**src/rtl/exm_seq_pkg.sv**
```systemverilog
// Shared types and constants for the execute-memory stage sequencer.
// State encoding, push/pop direction and the steering-control bundle.
package exm_seq_pkg;

    localparam int STATE_W_DEF = 3;

    localparam logic PUSH = 1'b1;
    localparam logic POP  = 1'b0;

    typedef enum logic [2:0] {
        ST_IDLE  = 3'd0,
        ST_PUSH2 = 3'd1,
        ST_POP2  = 3'd2,
        ST_INT1  = 3'd3,
        ST_INT2  = 3'd4,
        ST_INTV  = 3'd5
    } state_e;

    typedef struct packed {
        logic hz;
        logic stall;
        logic sop;
        logic sfn;
        logic push;
        logic pop;
        logic bf;
        logic mr;
        logic mw;
        logic vsel;
        logic ack;
    } ctl_t;

endpackage

```
**src/rtl/exm_sequencer_int_pending_latch.sv**
```systemverilog
// Interrupt pending/in-service flops: requests merge into one pending bit,
// in_isr masks further entries until the matching RTI completes.
module int_pending_latch (
    input  logic clk_i,
    input  logic rst_ni,
    input  logic set_i,
    input  logic take_i,
    input  logic done_i,
    output logic pending_o,
    output logic in_isr_o
);

    logic pending_q, pending_d;
    logic in_isr_q, in_isr_d;

    // A request arriving on the take edge is merged into the one being taken.
    always_comb begin
        pending_d = take_i ? 1'b0 : (pending_q | set_i);
        in_isr_d  = in_isr_q;
        if (take_i) begin
            in_isr_d = 1'b1;
        end else if (done_i) begin
            in_isr_d = 1'b0;
        end
    end

    always_ff @(posedge clk_i or negedge rst_ni) begin
        if (!rst_ni) begin
            pending_q <= 1'b0;
            in_isr_q  <= 1'b0;
        end else begin
            pending_q <= pending_d;
            in_isr_q  <= in_isr_d;
        end
    end

    assign pending_o = pending_q;
    assign in_isr_o  = in_isr_q;

endmodule

```
**src/rtl/exm_sequencer.sv**
```systemverilog
// Execute-memory multi-cycle controller: two-word PC push/pop for
// CALL/RET/RTI and the interrupt entry (push PC+flags, fetch vector).
module exm_sequencer
    import exm_seq_pkg::*;
#(
    parameter logic [15:0] INT_VECTOR_ADDR = 16'h0000,
    parameter int          STATE_W         = STATE_W_DEF
) (
    input  logic               i_clk,
    input  logic               i_reset,
    input  logic               i_call,
    input  logic               i_ret,
    input  logic               i_rti,
    input  logic               i_int,
    output logic               o_hazard_state,
    output logic               o_stall,
    output logic               o_stack_operation,
    output logic               o_stack_function,
    output logic               o_push_pc,
    output logic               o_pop_pc,
    output logic               o_branch_flags,
    output logic               o_mem_read,
    output logic               o_mem_write,
    output logic               o_vector_sel,
    output logic               o_int_ack,
    output logic               o_busy,
    output logic [STATE_W-1:0] o_state
);

    if (STATE_W < 3) begin : g_bad_state_w
        $error("exm_sequencer: STATE_W must be at least 3");
    end
    if (INT_VECTOR_ADDR == 16'hFFFF) begin : g_bad_vector
        $error("exm_sequencer: vector high word would wrap");
    end

    state_e state_q, state_d;
    logic   rti_q, rti_d;
    logic   vec_q, vec_d;
    logic   pending, in_isr;
    logic   take, isr_done;
    ctl_t   ctl;

    always_comb begin
        ctl     = '0;
        state_d = state_q;
        rti_d   = rti_q;
        vec_d   = vec_q;
        take    = 1'b0;
        unique case (state_q)
            ST_IDLE: begin
                rti_d = 1'b0;
                vec_d = 1'b0;
                if (i_call) begin
                    ctl.sop   = 1'b1;
                    ctl.sfn   = PUSH;
                    ctl.push  = 1'b1;
                    ctl.mw    = 1'b1;
                    ctl.stall = 1'b1;
                    state_d   = ST_PUSH2;
                end else if (i_rti || i_ret) begin
                    ctl.sop   = 1'b1;
                    ctl.sfn   = POP;
                    ctl.pop   = 1'b1;
                    ctl.mr    = 1'b1;
                    ctl.bf    = i_rti;
                    ctl.stall = 1'b1;
                    rti_d     = i_rti;
                    state_d   = ST_POP2;
                end else if (pending && !in_isr) begin
                    take      = 1'b1;
                    ctl.ack   = 1'b1;
                    ctl.stall = 1'b1;
                    state_d   = ST_INT1;
                end
            end
            ST_PUSH2: begin
                ctl.sop  = 1'b1;
                ctl.sfn  = PUSH;
                ctl.push = 1'b1;
                ctl.mw   = 1'b1;
                ctl.hz   = 1'b1;
                state_d  = ST_IDLE;
            end
            // After INTV the second word is a vector fetch, not a stack pop.
            ST_POP2: begin
                ctl.sop  = ~vec_q;
                ctl.sfn  = POP;
                ctl.pop  = 1'b1;
                ctl.mr   = 1'b1;
                ctl.hz   = 1'b1;
                ctl.bf   = rti_q;
                ctl.vsel = vec_q;
                state_d  = ST_IDLE;
            end
            ST_INT1: begin
                ctl.sop   = 1'b1;
                ctl.sfn   = PUSH;
                ctl.push  = 1'b1;
                ctl.mw    = 1'b1;
                ctl.bf    = 1'b1;
                ctl.stall = 1'b1;
                state_d   = ST_INT2;
            end
            ST_INT2: begin
                ctl.sop   = 1'b1;
                ctl.sfn   = PUSH;
                ctl.push  = 1'b1;
                ctl.mw    = 1'b1;
                ctl.hz    = 1'b1;
                ctl.stall = 1'b1;
                state_d   = ST_INTV;
            end
            ST_INTV: begin
                ctl.vsel  = 1'b1;
                ctl.mr    = 1'b1;
                ctl.pop   = 1'b1;
                ctl.stall = 1'b1;
                rti_d     = 1'b0;
                vec_d     = 1'b1;
                state_d   = ST_POP2;
            end
            default: state_d = ST_IDLE;
        endcase
    end

    assign isr_done = (state_q == ST_POP2) && rti_q;

    always_ff @(posedge i_clk or negedge i_reset) begin
        if (!i_reset) begin
            state_q <= ST_IDLE;
            rti_q   <= 1'b0;
            vec_q   <= 1'b0;
        end else begin
            state_q <= state_d;
            rti_q   <= rti_d;
            vec_q   <= vec_d;
        end
    end

    int_pending_latch u_pend (
        .clk_i    (i_clk),
        .rst_ni   (i_reset),
        .set_i    (i_int),
        .take_i   (take),
        .done_i   (isr_done),
        .pending_o(pending),
        .in_isr_o (in_isr)
    );

    // IDLE controls follow the inputs, so reset must mask them directly.
    assign o_hazard_state    = i_reset & ctl.hz;
    assign o_stall           = i_reset & ctl.stall;
    assign o_stack_operation = i_reset & ctl.sop;
    assign o_stack_function  = i_reset & ctl.sfn;
    assign o_push_pc         = i_reset & ctl.push;
    assign o_pop_pc          = i_reset & ctl.pop;
    assign o_branch_flags    = i_reset & ctl.bf;
    assign o_mem_read        = i_reset & ctl.mr;
    assign o_mem_write       = i_reset & ctl.mw;
    assign o_vector_sel      = i_reset & ctl.vsel;
    assign o_int_ack         = i_reset & ctl.ack;
    assign o_busy            = (state_q != ST_IDLE);
    assign o_state           = STATE_W'(state_q);

endmodule

```
**config.mk**
```make
export PLATFORM = sky130hd
export DESIGN_NAME = exm_sequencer
export DESIGN_NICKNAME = d
export VERILOG_FILES = /design/src/rtl/exm_seq_pkg.sv /design/src/rtl/exm_sequencer_int_pending_latch.sv /design/src/rtl/exm_sequencer.sv
export SDC_FILE = /design/constraint.sdc
export NUM_CORES = 1
export LEC_CHECK = 0
export BUFFER_PORTS_ARGS = -buffer_cell sky130_fd_sc_hd__buf_2
export CAP_MARGIN = 20
export CORE_AREA = 3 3 40 42
export CTS_CLUSTER_SIZE = 24
export DETAILED_ROUTE_END_ITERATION = 8
export DIE_AREA = 0 0 43 45
export PLACE_DENSITY = 0.68
export SLEW_MARGIN = 40
export SYNTH_ARGS = -nofsm -noshare
export SYNTH_HDL_FRONTEND = slang
export SYNTH_SLANG_ARGS = --single-unit
```
**constraint.sdc**
```tcl
create_clock -name i_clk -period 1.3 [get_ports i_clk]
set_clock_uncertainty 0.15 [all_clocks]
set_input_delay 0.195 -clock i_clk [delete_from_list [all_inputs] [get_ports i_clk]]
set_output_delay 0.195 -clock i_clk [all_outputs]
set_load 0.1 [all_outputs]
```
==> flow_summary_export.csv, run 1 <==
group,metric,value,unit
status,outcome,"did not finish",
status,failing_step,"clock tree synthesis (4_1_cts)",
status,error_line,"[ERROR DPL-0038] Utilization greater than 100%, impossible to legalize",
synthesis,ys_warn_count,0,
floorplan,fp.dieW,43,µm
placement,port_buffers,20,
placement,place_hpwl,1650,µm
clock_network,cts_hold_buf,3,
synthesis,synth.distinct_cells,30,
clock_network,h-tree-depth,1,
clock_network,clock-root-buffer,"clkbuf_4",
floorplan,die_h,45,µm
clock_network,numCtsBuffers,3,
floorplan,core.rowCount,13,
clock_network,clock-sinks,7,
synthesis,syn_inst,65,
floorplan,num_io_pins,21,
synthesis,avgSynthCellArea,7.89,µm²
synthesis,synth.area.top_cells,"dfrtp_1 34%, nand2_1 5.1%, nor2_1 5.1%",
synthesis,ys_seq_area_frac,0.341,
clock_network,clk_path_buf_depth,2,
clock_network,cts_setup_buffers,10,
floorplan,start_util,0.399,
placement,gp_routability_congestion,0.881,
clock_network,cts-resized-gates,45,
synthesis,yosysTopAreaCellShare,0.341,
synthesis,synth_top_area_cell,"dfrtp_1",
synthesis,netlist_area,513,µm²
synthesis,syn-num-nets,71,
synthesis,ys_ff_latch,7,
-- Yosys cell counts, drive strengths merged --
master / n
a21oi: 3
buf: 3
a31o: 1
nor2: 7
a21bo: 1
a21o: 1
or4: 1
nor3: 2
a21boi: 1
nand4: 1
inv: 3
nand3: 1
a211oi: 1
dfrtp: 7
or3: 1
o21a: 2
or4b: 1
clkbuf: 2
and3: 1
a32oi: 1
a31oi: 1
nor2b: 3
o21ai: 8
o41ai: 1
o311a: 1
o211a: 2
nand2b: 1
nand2: 7
-- logic make-up after synthesis --
family	share of synthesized area
AND/OR/NAND/NOR	0.251
AO/OA/AOI/OAI	0.332
buffers and inverters	0.0756
flip-flops	0.341
-- through the flow --
| stage | cells | setup slack, ps | cell area, µm² | hold WS (ps) |
|---|---|---|---|---|
| after detailed placement | 119 | -566 | 1120 | -11.3 |
| after floorplan | 65 | -1130 | 674 | -251 |
| after global placement | 119 | -510 | 1120 | -14.0 |
==> run 2: changes to the inputs <==
--- a/config.mk
+++ b/config.mk
@@ -7,11 +7,10 @@
 export LEC_CHECK = 0
 export BUFFER_PORTS_ARGS = -buffer_cell sky130_fd_sc_hd__buf_2
 export CAP_MARGIN = 20
-export CORE_AREA = 3 3 40 42
-export CTS_CLUSTER_SIZE = 24
+export CORE_AREA = 3 3 64 66
 export DETAILED_ROUTE_END_ITERATION = 8
-export DIE_AREA = 0 0 43 45
-export PLACE_DENSITY = 0.68
+export DIE_AREA = 0 0 67 69
+export PLACE_DENSITY_LB_ADDON = 0.15
 export SLEW_MARGIN = 40
 export SYNTH_ARGS = -nofsm -noshare
 export SYNTH_HDL_FRONTEND = slang
==> constraint.sdc (replaced) <==
create_clock -name i_clk -period 1.7 [get_ports i_clk]
set_clock_uncertainty 0.15 [all_clocks]
set_input_delay 0.255 -clock i_clk [delete_from_list [all_inputs] [get_ports i_clk]]
set_output_delay 0.255 -clock i_clk [all_outputs]
set_load 0.1 [all_outputs]
==> run 2 against run 1 <==
- the flow now finishes, with violations (setup timing)
- synthesized cell count unchanged
- area after synthesis did not move
==> flow_summary_export.csv, run 2 <==
group,metric,value,unit
drt,routed_wl,2100,µm
critical_path,r2r-end,"u_pend.in_isr_o",
run,cap_violations,0,
finish,finalNetCount,127,
clock_network,clk_pin_slew,50,ps
critical_path,cp-endpoint,"o_branch_flags",
synthesis,netlist_top_cells_count,"7 x dfrtp_1, 7 x nand2_1, 7 x nor2_1, 4 x o21ai_0, 4 x o21ai_1",
synthesis,syn-num-nets,71,
floorplan,die_h,69,µm
sta,hold_viol,0,
floorplan,fp.dieW,67,µm
synthesis,yosysTopAreaCellShare,0.341,
clock_network,h-tree-depth,1,
drt,dr.pass1.iters,4,
clock_network,clock-sinks,7,
floorplan,fp.dieArea,4620,µm²
floorplan,core_area,3630,µm²
sta,min_period_over_period,1.24,
synthesis,ys_seq_area_frac,0.341,
finish,final_common_cell,"buf_4",
finish,n_fill_cell,367,
critical_path,worstSetupEndpointType,"primary output",
placement,place_area,1080,µm²
synthesis,synth_edf_count,0,
critical_path,cp-start-kind,"flop",
finish,final_core_util,0.388,
drt,wl_per_cell,12.5,µm
sta,hold_ws,83.3,ps
placement,place_hpwl,1600,µm
floorplan,num_io_pins,21,
global_routing,grt_max_degree,13,
synthesis,ys_ff_latch,7,
clock_network,clk_latency,230,ps
sta,slew_headroom,0.802,
synthesis,synth.area.top_cells,"dfrtp_1 34%, nand2_1 5.1%, nor2_1 5.1%",
synthesis,ys.flop_type,"dfrtp_1",
finish,final_cell_mix,"23 x buf_4, 15 x buf_12, 8 x buf_6",
clock_network,numCtsBuffers,3,
finish,n_antenna_cell,0,
drt,drcViolationCount,0,
drt,drt_iter0_markers,17,
critical_path,r2r-start,"o_state[0]",
critical_path,cpPeakStageDelay,530,ps
synthesis,async_flop_share,1.00,
drt,ant_nets,0,
drt,vias,698,
synthesis,netlist_area,513,µm²
finish,area_delta_synth_final,175,%
critical_path,critPathSlowestCell,"or4b_4",
sta,fin_crit,2110,ps
clock_network,clock-root-buffer,"clkbuf_8",
sta,fin_ws,-413,ps
synthesis,syn_inst,65,
floorplan,start_util,0.141,
global_routing,grt_pass1_vias,727,
hold_path,worstHoldStart,"i_int",
synthesis,synth.distinct_cells,30,
sta,setup_viol,12,
critical_path,crit_chain,"or4b_4 -> a211oi_4 -> buf_12",
clock_network,clk_path_buf_depth,2,
critical_path,crit_fanout,3,
sta,final.setup.tns,-3250,ps
finish,final_layout_size_suffix_gt1_frac,0.708,
global_routing,grt.overflow.total,0,
global_routing,grt.total_usage,0.0983,
sta,timing.fmax,0.473,GHz
global_routing,grt_antenna_before_repair,0,
sta,tightest_slew,296,ps
placement,port_buffers,20,
status,outcome,"complete, but fails checks",
floorplan,core.rowCount,22,
placement,gp_routability_congestion,0.796,
critical_path,ff2ff_path_depth,7,
critical_path,startpoint,"o_state[1]",
status,violations,"setup timing",
sta,maxSlewViolCount,0,
critical_path,critPathKind,"flop to primary output",
synthesis,ys_warn_count,0,
global_routing,grt_first_pass_wirelength,3480,µm
sta,rsz0062_at_grt,"yes",
synthesis,synth_top_area_cell,"dfrtp_1",
critical_path,rrSetupSlack,50,ps
synthesis,avgSynthCellArea,7.89,µm²
clock_network,cts_tree,"done",
drt,vias_per_cell,4.15,
finish,largest_reg_flops,3,
hold_path,worst_hold_path_type,"primary input to flop",
finish,design_area,1410,µm²
critical_path,crit_required,1290,ps
critical_path,arrival,1710,ps
## run 2: cell counts after synthesis
Identical to the previous run, type by type.
## run 2: worst min path at each step
stage | end | slack (ps) | depth (start not counted)
2_1_floorplan | rti_q | -190 | 0
3_3_place_gp | u_pend.in_isr_o | 30 | 2
3_5_place_dp | u_pend.pending_o | 30 | 2
4_1_cts | u_pend.pending_o | 90 | 2
5_1_grt | u_pend.pending_o | 110 | 2
6_report | u_pend.pending_o | 80 | 2
## run 2: cell type report
type	instances	area [µm²]	area share
Timing Repair Buffer	56	646	0.458
Clock buffer	4	45.0	0.0319
Sequential cell	7	186	0.132
Multi-Input combinational cell	50	462	0.327
Tap cell	48	60.1	0.0426
Inverter	3	11.3	0.00799
## run 2: kinds of logic (layout without fill, tap and decap cells)
kind of cell    count (synthesis)  count (layout)  synth area share
flops                           7               7             0.341
buf+inv                         8              63            0.0756
compound gates                 24              24             0.332
simple gates                   26              26             0.251
## run 2: routing by layer
layer / share of wire / global-route usage
met1: 0.43 / 0.120
met2: 0.51 / 0.162
met3: 0.039 / 0.0228
met4: 0.017 / 0.0405
met5: 0 / 0
## run 2: what timing repair did
action / in CTS / in global routing
endpoints found under the hold margin: 7 / 0
endpoints found under the setup margin: 12 / 14
resized for setup: 49 / 6
hold buffers: 2 / 0
cloned: 0 / 0
pin swaps: 11 / 8
buffers inserted: 6 / 3
## run 2: metrics by stage
step | instances | worst slack (ps)
2_1_floorplan | 65 | -795
3_3_place_gp | 154 | -202
3_5_place_dp | 154 | -217
4_1_cts | 166 | -415
5_1_grt | 168 | -449
6_report | 168 | -413
## run 2: worst max-delay path, delay by kind of cell (launching register included)
| family | cells | cell delay (ps) |
|---|---|---|
| flip-flops | 1 | 480 |
| AO/OA/AOI/OAI | 1 | 250 |
| AND/OR/NAND/NOR | 1 | 530 |
| buffers and inverters | 1 | 210 |
Power of run 2 is left out: the tool's default activity adds up to more than one toggle a clock period on the data nets, which glitch-free logic cannot reach.
==> run 3: changes to the inputs <==
--- a/config.mk
+++ b/config.mk
@@ -10,6 +10,7 @@
 export CORE_AREA = 3 3 64 66
 export DETAILED_ROUTE_END_ITERATION = 8
 export DIE_AREA = 0 0 67 69
+export HOLD_SLACK_MARGIN = 0.1
 export PLACE_DENSITY_LB_ADDON = 0.15
 export SLEW_MARGIN = 40
 export SYNTH_ARGS = -nofsm -noshare
==> run 3 against run 2 <==
- the flow still finishes with violations (setup timing)
- critical endpoint unchanged
- utilization is 0.28 points higher
- critical path type unchanged
- hold slack gained 200 ps
- critical path depth unchanged
- register-to-register slack hardly changed
- highest routed layer unchanged
- sequential share of layout area is 0.093 points lower
==> flow_summary_export.csv, run 3 (same netlist as run 2, synthesis figures left out) <==
group,metric,value,unit
status,outcome,"complete, but fails checks",
status,violations,"setup timing",
sta,maxSlewViolCount,0,
global_routing,grt_use_met3,0.0228,
global_routing,grt_max_degree,13,
finish,final_layout_size_suffix_gt1_frac,0.702,
drt,vias_per_cell,4.15,
global_routing,grt.total_usage,0.0987,
floorplan,start_util,0.141,
drt,ant_nets,0,
floorplan,die_h,69,µm
placement,place_hpwl,1600,µm
sta,rsz0062_at_grt,"yes",
finish,area_delta_synth_final,177,%
floorplan,fp.dieArea,4620,µm²
floorplan,num_io_pins,21,
drt,drt_iter0_markers,19,
drt,wl_per_cell,12.4,µm
critical_path,worstSetupEndpointType,"primary output",
sta,fin_crit,2110,ps
clock_network,cts_tree,"done",
clock_network,clk_path_buf_depth,2,
global_routing,met2_usage,0.162,
sta,slew_headroom,0.802,
drt,routed_wl,2100,µm
hold_path,worst_hold_path_type,"primary input to flop",
finish,finalNetCount,128,
sta,tightest_slew,296,ps
sta,hold_viol,0,
finish,design_area,1420,µm²
placement,port_buffers,20,
finish,largest_reg_flops,3,
global_routing,grt_first_pass_wirelength,3500,µm
floorplan,fp.dieW,67,µm
finish,final_cell_mix,"23 x buf_4, 15 x buf_12, 8 x buf_6",
placement,place_area,1080,µm²
finish,n_antenna_cell,0,
sta,setup_viol,12,
drt,dr.pass1.iters,4,
global_routing,grt_pass1_vias,732,
floorplan,core_area,3630,µm²
finish,ff_latch_area,186,µm²
floorplan,core.rowCount,22,
critical_path,crit_chain,"or4b_4 -> a211oi_4 -> buf_12",
critical_path,crit_required,1290,ps
critical_path,crit_fanout,3,
run,cap_violations,0,
critical_path,cpPeakStageDelay,530,ps
critical_path,rrSetupSlack,50,ps
critical_path,arrival,1710,ps
clock_network,clk_pin_slew,50,ps
critical_path,cp-start-kind,"flop",
placement,gp_routability_congestion,0.796,
clock_network,clk_latency,230,ps
global_routing,grt_antenna_before_repair,0,
global_routing,gr-max-usage-layer,"met2",
finish,multiInputGateArea,462,µm²
finish,n_fill_cell,368,
sta,fin_ws,-413,ps
clock_network,clock-sinks,7,
critical_path,critPathSlowestCell,"or4b_4",
drt,drcViolationCount,0,
sta,timing.fmax,0.473,GHz
finish,final_common_cell,"buf_4",
clock_network,numCtsBuffers,3,
global_routing,met1_usage,0.121,
sta,min_period_over_period,1.24,
drt,vias,702,
global_routing,grt.overflow.total,0,
critical_path,critPathKind,"flop to primary output",
clock_network,h-tree-depth,1,
clock_network,clock-root-buffer,"clkbuf_8",
-- run 3: cell count changes in the layout (fill, tap and decap cells not counted), sizes merged --
cell,before,now
dlygate4sd3,2,3
-- run 3: worst max-delay path, delay by kind of cell, from the launching register on --
kind | cells | cell delay, ps
buffers and inverters | 1 | 210
flip-flops | 1 | 480
AO/OA/AOI/OAI | 1 | 250
AND/OR/NAND/NOR | 1 | 530
-- run 3: final timing paths --
check                                startpoint                to  cells after the start
worst max-delay path                 o_state[1]    o_branch_flags                      3
min in group asynchronous               i_reset  u_pend.pending_o                      3
worst min register to register  u_pend.in_isr_o   u_pend.in_isr_o                      1
worst max register to register       o_state[0]   u_pend.in_isr_o                      7
max in group asynchronous               i_reset        o_state[0]                      3
worst min-delay path                      i_rti        o_state[0]                      4
-- run 3: routing by layer --
| layer | vias up | wire [µm] |
|---|---|---|
| met2 | 14 | 1070 |
| met5 | - | 0 |
| met4 | 0 | 36 |
| li1 | 349 | - |
| met3 | 4 | 82 |
| met1 | 335 | 908 |
-- run 3: area by class of cell --
| class | instances | area share |
|---|---|---|
| repair buffers | 57 | 0.462 |
| clock buffers | 4 | 0.0317 |
| inverters | 3 | 0.00793 |
| multi-input cells | 50 | 0.325 |
| flip-flops and latches | 7 | 0.131 |
| well taps | 48 | 0.0423 |
-- run 3: stage by stage --
| stage | TNS [ps] | hold WS, ps | worst slack (ps) | instances | utilization |
|---|---|---|---|---|---|
| 2_1_floorplan | -3540 | -191 | -795 | 65 | - |
| 3_3_place_gp | -1420 | 30.2 | -202 | 154 | 0.298 |
| 3_5_place_dp | -1360 | 31.5 | -217 | 154 | 0.298 |
| 4_1_cts | -3220 | 282 | -415 | 167 | 0.382 |
| 5_1_grt | -3690 | 315 | -449 | 169 | 0.391 |
| 6_report | -3250 | 281 | -413 | 169 | 0.391 |
-- run 3: timing repair --
action | 4_1_cts | 5_1_grt
endpoints found under the setup margin | 12 | 14
resized for setup | 49 | 6
endpoints found under the hold margin | 8 | 0
hold buffers | 3 | 0
buffers inserted | 6 | 3
pin swaps | 11 | 8
Power of run 3 is left out for the same reason.
==> run 4: changes to the inputs <==
--- a/config.mk
+++ b/config.mk
@@ -12,6 +12,7 @@
 export DIE_AREA = 0 0 67 69
 export HOLD_SLACK_MARGIN = 0.1
 export PLACE_DENSITY_LB_ADDON = 0.15
+export RECOVER_POWER = 50
 export SLEW_MARGIN = 40
 export SYNTH_ARGS = -nofsm -noshare
 export SYNTH_HDL_FRONTEND = slang
==> run 4 against run 3 <==
- utilization shrank 0.24 points
- critical path type unchanged
- non-clock buffer count is the same
- wire length shrank 0.19%
- the run still ends with setup timing left
- highest routed layer unchanged
- maximum frequency is the same
- register-to-register slack is essentially flat
- flip-flop and latch count is the same
- first-iteration DRC count is the same
==> flow_summary_export.csv, run 4 (same netlist as run 2, synthesis figures left out) <==
group,metric,value,unit
status,outcome,"complete, but fails checks",
status,violations,"setup timing",
placement,dp_cells,154,
floorplan,num_io_pins,21,
critical_path,cpPeakStageDelay,530,ps
sta,setup_viol,12,
drt,drcViolationCount,0,
drt,dr_wl_met3,81,µm
floorplan,start_util,0.141,
finish,final_common_cell,"buf_4",
sta,slew_headroom,0.802,
finish,design_area,1410,µm²
finish,area_delta_synth_final,175,%
critical_path,crit_fanout,3,
sta,min_period_over_period,1.24,
hold_path,worst_hold_path_type,"primary input to flop",
floorplan,core_area,3630,µm²
floorplan,core.rowCount,22,
global_routing,grt_max_degree,13,
finish,n_antenna_cell,0,
finish,final_cell_mix,"21 x buf_4, 15 x buf_12, 8 x buf_6",
clock_network,numCtsBuffers,3,
sta,tightest_slew,296,ps
critical_path,critPathKind,"flop to primary output",
clock_network,cts_tree,"done",
sta,fin_crit,2110,ps
critical_path,crit_required,1290,ps
finish,fin_cells,169,
clock_network,clk_pin_slew,50,ps
critical_path,critPathSlowestCell,"or4b_4",
drt,top_layer,"met4",
sta,maxSlewViolCount,0,
placement,place_area,1080,µm²
sta,hold_ws,281,ps
run,cap_violations,0,
placement,place_hpwl,1600,µm
clock_network,clk_path_buf_depth,2,
drt,vias,702,
finish,final_layout_size_suffix_gt1_frac,0.678,
drt,dr.pass1.iters,4,
global_routing,grt_pass1_vias,732,
critical_path,worstSetupEndpointType,"primary output",
floorplan,fp.dieArea,4620,µm²
drt,wl_per_cell,12.4,µm
sta,hold_viol,0,
clock_network,h-tree-depth,1,
placement,port_buffers,20,
floorplan,die_h,69,µm
sta,timing.fmax,0.473,GHz
global_routing,grt_first_pass_wirelength,3500,µm
floorplan,fp.dieW,67,µm
finish,finalNetCount,128,
critical_path,crit_chain,"or4b_4 -> a211oi_4 -> buf_12",
critical_path,r2r-start,"o_state[0]",
critical_path,arrival,1710,ps
global_routing,grt.overflow.total,0,
sta,rsz0062_at_grt,"yes",
sta,fin_ws,-413,ps
drt,drt_iter0_markers,19,
critical_path,cp-start-kind,"flop",
drt,routed_wl,2100,µm
drt,vias_per_cell,4.15,
clock_network,clk_latency,230,ps
clock_network,clock-sinks,7,
sta,final.setup.tns,-3250,ps
drt,wl_met1,907,µm
drt,ant_nets,0,
hold_path,worstHoldStart,"i_rti",
clock_network,clock-root-buffer,"clkbuf_8",
critical_path,startpoint,"o_state[1]",
finish,largest_reg_flops,3,
placement,gp_routability_congestion,0.796,
global_routing,grt.total_usage,0.0987,
drt,met2_length,1070,µm
global_routing,grt_antenna_before_repair,0,
-- run 4: cell count changes in the layout (fill, tap and decap cells not counted), sizes merged --
cell / change
clkbuf: +3
buf: -3
-- run 4: path summary, 6_finish.rpt --
kind | slack (ps) | cells past startpoint | to
max | -410 | 3 | o_branch_flags
min | 280 | 4 | o_state[0]
max reg2reg | 50 | 7 | u_pend.in_isr_o
min reg2reg | 330 | 1 | u_pend.in_isr_o
max in group asynchronous | 490 | 3 | o_state[0]
min in group asynchronous | 470 | 3 | u_pend.pending_o
-- run 4: critical path: cells and delay by family (launching register included) --
family	cells	cell delay [ps]
and+or+nand+nor	1	530
DFF	1	480
AOI/OAI and AO/OA	1	250
buffers and inverters	1	210
-- run 4: per-stage QoR --
stage,setup slack (ps),utilization
2_1_floorplan,-795,-
3_3_place_gp,-202,0.298
3_5_place_dp,-217,0.298
4_1_cts,-415,0.382
5_1_grt,-449,0.388
6_report,-413,0.388
-- run 4: repair_timing --
item / in CTS / in global routing
endpoints found under the hold margin: 8 / 0
buffers inserted: 6 / 3
setup endpoints to repair: 12 / 14
resized for setup: 49 / 6
pin swaps: 11 / 8
hold buffers: 3 / 0
-- run 4: layout make-up --
class,instances,area [µm²]
clock buffer,4,45.0
fill,369,2220
inverter,3,11.3
multi-input combinational,50,462
sequential,7,186
tap,48,60.1
timing repair buffer,57,647
-- run 4: routing by layer --
layer,vias up,track usage
met4,0,0.0405
met3,4,0.0228
li1,349,-
met2,14,0.162
met1,335,0.121
met5,-,0
Power of run 4 is left out for the same reason.
